`config.mk`:
```
export PLATFORM = sky130hd
export DESIGN_NAME = mem_rd_arbiter_flat
export DESIGN_NICKNAME = d
export VERILOG_FILES = /design/src/rtl/mem_rd_arbiter_pkg.sv /design/src/rtl/mem_rd_arbiter_if.sv /design/src/rtl/mem_rd_arbiter_arb_pick2.sv /design/src/rtl/mem_rd_arbiter.sv /design/src/flat_wrapper.sv
export SDC_FILE = /design/constraint.sdc
export NUM_CORES = 1
export LEC_CHECK = 0
export CORE_AREA = 5 5 114 116
export DETAILED_ROUTE_END_ITERATION = 6
export DIE_AREA = 0 0 119 121
export HOLD_SLACK_MARGIN = 0.03
export SLEW_MARGIN = 10
export SYNTH_ARGS = -nofsm -noshare
export SYNTH_HDL_FRONTEND = slang
export SYNTH_HIERARCHICAL = 1
export SYNTH_SLANG_ARGS = --single-unit
```
`constraint.sdc`:
```
create_clock -name clk -period 1.2 [get_ports clk]
set_clock_uncertainty 0.05 [all_clocks]
set_input_delay 0.12 -clock clk [delete_from_list [all_inputs] [get_ports clk]]
set_output_delay 0.12 -clock clk [all_outputs]
set_load 0.02 [all_outputs]
```
`src/rtl/mem_rd_arbiter_pkg.sv`:
```
// Shared constants for the two-master memory read arbiter: bus width defaults,
// FSM state encoding and owner encoding.
package mem_rd_arbiter_pkg;

  localparam int MemAddrBus = 32;
  localparam int MemDataBus = 64;

  typedef enum logic [1:0] {
    IDLE = 2'd0,
    AR   = 2'd1,
    R    = 2'd2
  } arb_state_e;

  localparam logic OWN_IF = 1'b0;
  localparam logic OWN_LS = 1'b1;

endpackage

```
`src/rtl/mem_rd_arbiter_if.sv`:
```
// One AXI-lite read channel (AR + R). The master modport issues reads,
// the slave modport answers them.
interface mem_rd_arbiter_if
  import mem_rd_arbiter_pkg::*;
#(
  parameter int ADDR_W = MemAddrBus,
  parameter int DATA_W = MemDataBus
);

  logic              arvalid;
  logic [ADDR_W-1:0] araddr;
  logic              arready;
  logic              rvalid;
  logic [DATA_W-1:0] rdata;
  logic              rready;

  modport master (
    output arvalid, araddr, rready,
    input  arready, rvalid, rdata
  );

  modport slave (
    input  arvalid, araddr, rready,
    output arready, rvalid, rdata
  );

endinterface

```
`src/rtl/mem_rd_arbiter_arb_pick2.sv`:
```
// Combinational two-request picker. Fixed LSU-over-IFU priority by default;
// round-robin against rr_last when MEM_RD_ARB_RR_EN is defined.
module arb_pick2
  import mem_rd_arbiter_pkg::*;
(
  input  logic req_if,
  input  logic req_ls,
`ifdef MEM_RD_ARB_RR_EN
  input  logic rr_last,
`endif
  output logic gnt_vld,
  output logic gnt
);

  always_comb begin
    gnt_vld = req_if | req_ls;
`ifdef MEM_RD_ARB_RR_EN
    // On a tie the master that did not complete last goes first.
    if (req_if && req_ls) begin
      gnt = ~rr_last;
    end else begin
      gnt = req_ls ? OWN_LS : OWN_IF;
    end
`else
    gnt = req_ls ? OWN_LS : OWN_IF;
`endif
  end

endmodule

```
`src/rtl/mem_rd_arbiter.sv`:
```
// Two-master (IFU, LSU) to one-slave AXI-lite read arbiter, one read in flight.
// Optional round-robin arbitration via `define MEM_RD_ARB_RR_EN.
module mem_rd_arbiter
  import mem_rd_arbiter_pkg::*;
#(
  parameter int ADDR_W = MemAddrBus,
  parameter int DATA_W = MemDataBus
) (
  input  logic             clk,
  input  logic             rst,
  mem_rd_arbiter_if.slave  ifu,
  mem_rd_arbiter_if.slave  lsu,
  mem_rd_arbiter_if.master mem
);

  arb_state_e state;
  logic       owner;
  logic       gnt_vld;
  logic       gnt;

  logic              own_arvalid;
  logic [ADDR_W-1:0] own_araddr;
  logic              own_rready;
  logic              in_ar;
  logic              in_r;

`ifdef MEM_RD_ARB_RR_EN
  logic rr_last;
`endif

  arb_pick2 u_pick (
    .req_if  (ifu.arvalid),
    .req_ls  (lsu.arvalid),
`ifdef MEM_RD_ARB_RR_EN
    .rr_last (rr_last),
`endif
    .gnt_vld (gnt_vld),
    .gnt     (gnt)
  );

  assign in_ar       = (state == AR);
  assign in_r        = (state == R);
  assign own_arvalid = (owner == OWN_LS) ? lsu.arvalid : ifu.arvalid;
  assign own_araddr  = (owner == OWN_LS) ? lsu.araddr  : ifu.araddr;
  assign own_rready  = (owner == OWN_LS) ? lsu.rready  : ifu.rready;

  always_ff @(posedge clk) begin
    if (rst) begin
      state <= IDLE;
      owner <= OWN_IF;
`ifdef MEM_RD_ARB_RR_EN
      rr_last <= OWN_IF;
`endif
    end else begin
      case (state)
        IDLE: begin
          if (gnt_vld) begin
            owner <= gnt;
            state <= AR;
          end
        end
        AR: begin
          // Owner withdrawing its request abandons the grant without a slave beat.
          if (!own_arvalid) begin
            state <= IDLE;
          end else if (mem.arready) begin
            state <= R;
          end
        end
        R: begin
          if (mem.rvalid && own_rready) begin
            state <= IDLE;
`ifdef MEM_RD_ARB_RR_EN
            rr_last <= owner;
`endif
          end
        end
        default: state <= IDLE;
      endcase
    end
  end

  // Channel routing is gated by the registered state, so nothing reaches the
  // slave in the same cycle a request is first seen.
  assign mem.arvalid = in_ar & own_arvalid;
  assign mem.araddr  = in_ar ? own_araddr : '0;
  assign mem.rready  = in_r & own_rready;

  assign ifu.arready = in_ar & (owner == OWN_IF) & mem.arready;
  assign lsu.arready = in_ar & (owner == OWN_LS) & mem.arready;

  assign ifu.rvalid  = in_r & (owner == OWN_IF) & mem.rvalid;
  assign lsu.rvalid  = in_r & (owner == OWN_LS) & mem.rvalid;
  assign ifu.rdata   = in_r ? mem.rdata : '0;
  assign lsu.rdata   = in_r ? mem.rdata : '0;

endmodule

```
`src/flat_wrapper.sv`:
```
// flat-port wrapper written by rule: the top's interface ports become plain ports
module mem_rd_arbiter_flat import mem_rd_arbiter_pkg::*;
#(
  parameter int ADDR_W = MemAddrBus,
  parameter int DATA_W = MemDataBus
)
  (clk, rst, ifu_arvalid, ifu_araddr, ifu_rready, ifu_arready, ifu_rvalid, ifu_rdata, lsu_arvalid, lsu_araddr, lsu_rready, lsu_arready, lsu_rvalid, lsu_rdata, mem_arvalid, mem_araddr, mem_rready, mem_arready, mem_rvalid, mem_rdata);
  mem_rd_arbiter_if #(.ADDR_W(ADDR_W), .DATA_W(DATA_W)) ifu_i ();
  mem_rd_arbiter_if #(.ADDR_W(ADDR_W), .DATA_W(DATA_W)) lsu_i ();
  mem_rd_arbiter_if #(.ADDR_W(ADDR_W), .DATA_W(DATA_W)) mem_i ();
  input  logic clk;
  input  logic rst;
  input wire logic [$bits(ifu_i.arvalid)-1:0] ifu_arvalid;
  input wire logic [$bits(ifu_i.araddr)-1:0] ifu_araddr;
  input wire logic [$bits(ifu_i.rready)-1:0] ifu_rready;
  output wire logic [$bits(ifu_i.arready)-1:0] ifu_arready;
  output wire logic [$bits(ifu_i.rvalid)-1:0] ifu_rvalid;
  output wire logic [$bits(ifu_i.rdata)-1:0] ifu_rdata;
  input wire logic [$bits(lsu_i.arvalid)-1:0] lsu_arvalid;
  input wire logic [$bits(lsu_i.araddr)-1:0] lsu_araddr;
  input wire logic [$bits(lsu_i.rready)-1:0] lsu_rready;
  output wire logic [$bits(lsu_i.arready)-1:0] lsu_arready;
  output wire logic [$bits(lsu_i.rvalid)-1:0] lsu_rvalid;
  output wire logic [$bits(lsu_i.rdata)-1:0] lsu_rdata;
  output wire logic [$bits(mem_i.arvalid)-1:0] mem_arvalid;
  output wire logic [$bits(mem_i.araddr)-1:0] mem_araddr;
  output wire logic [$bits(mem_i.rready)-1:0] mem_rready;
  input wire logic [$bits(mem_i.arready)-1:0] mem_arready;
  input wire logic [$bits(mem_i.rvalid)-1:0] mem_rvalid;
  input wire logic [$bits(mem_i.rdata)-1:0] mem_rdata;
  assign ifu_i.arvalid = ifu_arvalid;
  assign ifu_i.araddr = ifu_araddr;
  assign ifu_i.rready = ifu_rready;
  assign ifu_arready = ifu_i.arready;
  assign ifu_rvalid = ifu_i.rvalid;
  assign ifu_rdata = ifu_i.rdata;
  assign lsu_i.arvalid = lsu_arvalid;
  assign lsu_i.araddr = lsu_araddr;
  assign lsu_i.rready = lsu_rready;
  assign lsu_arready = lsu_i.arready;
  assign lsu_rvalid = lsu_i.rvalid;
  assign lsu_rdata = lsu_i.rdata;
  assign mem_arvalid = mem_i.arvalid;
  assign mem_araddr = mem_i.araddr;
  assign mem_rready = mem_i.rready;
  assign mem_i.arready = mem_arready;
  assign mem_i.rvalid = mem_rvalid;
  assign mem_i.rdata = mem_rdata;
  mem_rd_arbiter #(.ADDR_W(ADDR_W), .DATA_W(DATA_W)) u_core (.clk(clk), .rst(rst), .ifu(ifu_i), .lsu(lsu_i), .mem(mem_i));
endmodule
```
==> impl_metrics.tcl <==
set metrics [dict create \
    crit_path_max_incr_delay_ns 0.39 \
    die_area_mm2 0.0144 \
    start_util_pct 13.0 \
    p_clk_share_pct 22.2 \
    max_freq_ghz 0.617 \
    p_comb_share_pct 72.9 \
    layout_commonest_cell "clkdlybuf4s50_1" \
    worstSetupEndpointType "output pin" \
    gr-total-overflow 0 \
    crit-reg2reg-launch "u_core/owner" \
    yosys.area.top_type "buf_4" \
    ant_nets 0 \
    seq_area_frac_synth_pct 3.91 \
    track_usage_pct 12.7 \
    final_cell_area_mm2 0.00519 \
    post-route-period-util_pct 135 \
    synth_top_area_share_pct 31.7 \
    drive_gt1_share_pct 67.6 \
    synthesis.nets 339 \
    routed_via_density 3.95 \
    drt-met1-wl_mm 3.43 \
    synth_cell_type_count 25 \
    die_w_um 119 \
    fin_cells 607 \
    place_inst 587 \
    synth_area_leaders "buf_4 32%, and2_1 27%, a22o_1 18%, dfxtp_1 3.9%, buf_6 3.7%" \
    power.share.switching_pct 31.4 \
    grt_max_degree 45 \
    place_area_mm2 0.00465 \
    cp_num_buf_inv 2 \
    n_antenna_cell 0 \
    hold_class "input port to flip-flop" \
    num_vias 2395 \
    hold_end "u_core/owner" \
    critPathMaxFanout 9 \
    wl_per_cell_um 17.3 \
    io_buffers 301 \
    cp-startpoint "u_core/state[1]" \
    top_layer "met4" \
    numCtsBuffers 3 \
    finalWorstSetupSlack_ns -0.421 \
    avgSynthCellArea_um2 7.57 \
    rr_worst_depth 5 \
    violations "negative setup slack" \
    fin_crit_ns 1.62 \
    power_leakage_uw 0.00240 \
    antenna_found_initial 0 \
    slew_violations 0 \
    cts.sinks 3 \
    p_total_uw 2400 \
    power.density_mw_per_mm2 462 \
    max_cap_violations 0 \
    ys_warn_count 6 \
    slowest_stage "and3b_2" \
    dp_hpwl_mm 8.40 \
    cp.arrival_ns 1.45 \
    fin_nets 597 \
    hold_ws_ns 0.355 \
    grt_first_pass_wirelength_mm 14.6 \
    cts_max_level 1 \
    setup_viol 168 \
    ir_worst_vdd_v 0.000302 \
    p_int_uw 1650 \
    crit_family "simple AND/OR/NAND/NOR gates" \
    r2r_end "u_core/state[0]" \
    fill_cells 1137 \
    cts-root-buf "clkbuf_16" \
    num_rows 40 \
    fin_util_pct 44.0 \
    critPathLaunchType "flip-flop" \
    slew_headroom_pct 83.8 \
    clock_path_buffers 2 \
    synth-seq-cells 3 \
    hold_viol 0 \
    syn_area_mm2 0.00154 \
    tightestPinTransition_ns 0.243 \
    grt_pass1_vias 2671 \
    core_area_mm2 0.0118 \
    dr.pass1.iters 4 \
    area_growth_syn_to_layout_pct 238 \
    clkLatencyLatePin_ns 0.23 \
    syn_inst 203 \
    fp.dieH_um 121 \
    outcome "complete, but fails checks" \
    drc 0 \
    crit_type "flip-flop to output pin" \
    wl_met3_mm 1.10 \
    rrSetupSlack_ns -0.07 \
    p_sw_uw 753 \
    io_pins 302 \
    cp.required_ns 1.03 \
    hold_start "lsu_arvalid" \
    final_cell_mix "133 x clkdlybuf4s50_1, 110 x buf_6, 49 x and2_4" \
    path_cells "and3b_2, clkbuf_16, a22o_1, buf_6" \
    cts_tree "yes" \
    wl_mm 10.5 \
    whs_path_depth 4 \
    routabilityCongestion 0.765 \
    route.met2.wl_mm 5.94 \
    rsz0062_at_grt "yes" \
    seqPwrFrac_pct 4.9 \
    clk_pin_slew_ns 0.03 \
    drtIter0Drc 48 \
]
[power groups by stage]
stage,clock network (uW),registers (uW),logic [uW]
floorplan,0,118,708
global placement,0,119,1500
detailed placement,0,119,1510
CTS,548,118,1610
global route,569,119,1840
finish,534,117,1750
[per-stage QoR]
stage               setup slack (ns)  setup TNS, ns
finish                        -0.421         -57.82
detailed placement            -0.595         -90.87
global route                  -0.479         -67.45
global placement              -0.575         -89.30
floorplan                    -0.0784          -5.77
CTS                           -0.448         -63.48
[area by class of cell]
| cell class | instances | area, um2 | share of cell area [%] |
|---|---|---|---|
| inverter | 2 | 7.51 | 0.145 |
| clock buffer | 4 | 78.8 | 1.52 |
| timing repair buffer | 333 | 3550 | 68.4 |
| sequential | 3 | 68.8 | 1.33 |
| multi-input combinational | 118 | 1300 | 25.0 |
| tap | 147 | 184 | 3.54 |
[cell families after synthesis]
| group | share of synthesized area [%] |
|---|---|
| AO/OA/AOI/OAI | 19.3 |
| buffers and inverters | 41.1 |
| flip-flops | 3.91 |
| multiplexers | 2.03 |
| AND/OR/NAND/NOR | 33.7 |
[worst reg2reg max path, delay by kind of cell (launching register included)]
family	cells	cell delay, ns
multiplexers	1	0.30
buffers and inverters	2	0.26
flip-flops	1	0.37
AO/OA/AOI/OAI	1	0.11
AND/OR/NAND/NOR	1	0.07
[flip-flops by register name, summed over array words and instances (netlist names)]
name          count
u_core/state      2
u_core/owner      1
[what timing repair did]
action	in CTS	in global routing
gates cloned	4	6
gates resized for setup	712	217
hold buffers	0	0
pin swaps	5	21
endpoints found under the setup margin	169	169
setup buffers	5	1
[synthesized netlist by cell type, drive strengths merged]
master,n
and2b,1
and3b,2
inv,2
o21ai,1
and3,1
buf,80
mux2,1
or2,1
and2,66
nor2b,2
a22o,32
nor3,1
a21oi,1
dfxtp,3
mux2i,2
nand4b,1
nand2,1
nor3b,2
a31oi,1
nor2,2
[how the worst max path moves through the flow]
stage	to	slack [ns]	cells past startpoint
after floorplan	lsu_rdata[33]	-0.08	5
after global routing	mem_araddr[1]	-0.48	4
final	mem_araddr[1]	-0.42	4
after CTS	ifu_rdata[62]	-0.45	4
after global placement	lsu_rdata[17]	-0.57	4
after detailed placement	ifu_rdata[61]	-0.60	4
[routing by layer]
metal | vias up | global-route usage [%]
met4 | 0 | 1.59
met5 | - | 0
met3 | 4 | 4.62
met1 | 1083 | 12.2
li1 | 1138 | -
met2 | 170 | 26.1
(Power assumes the default switching activity.)
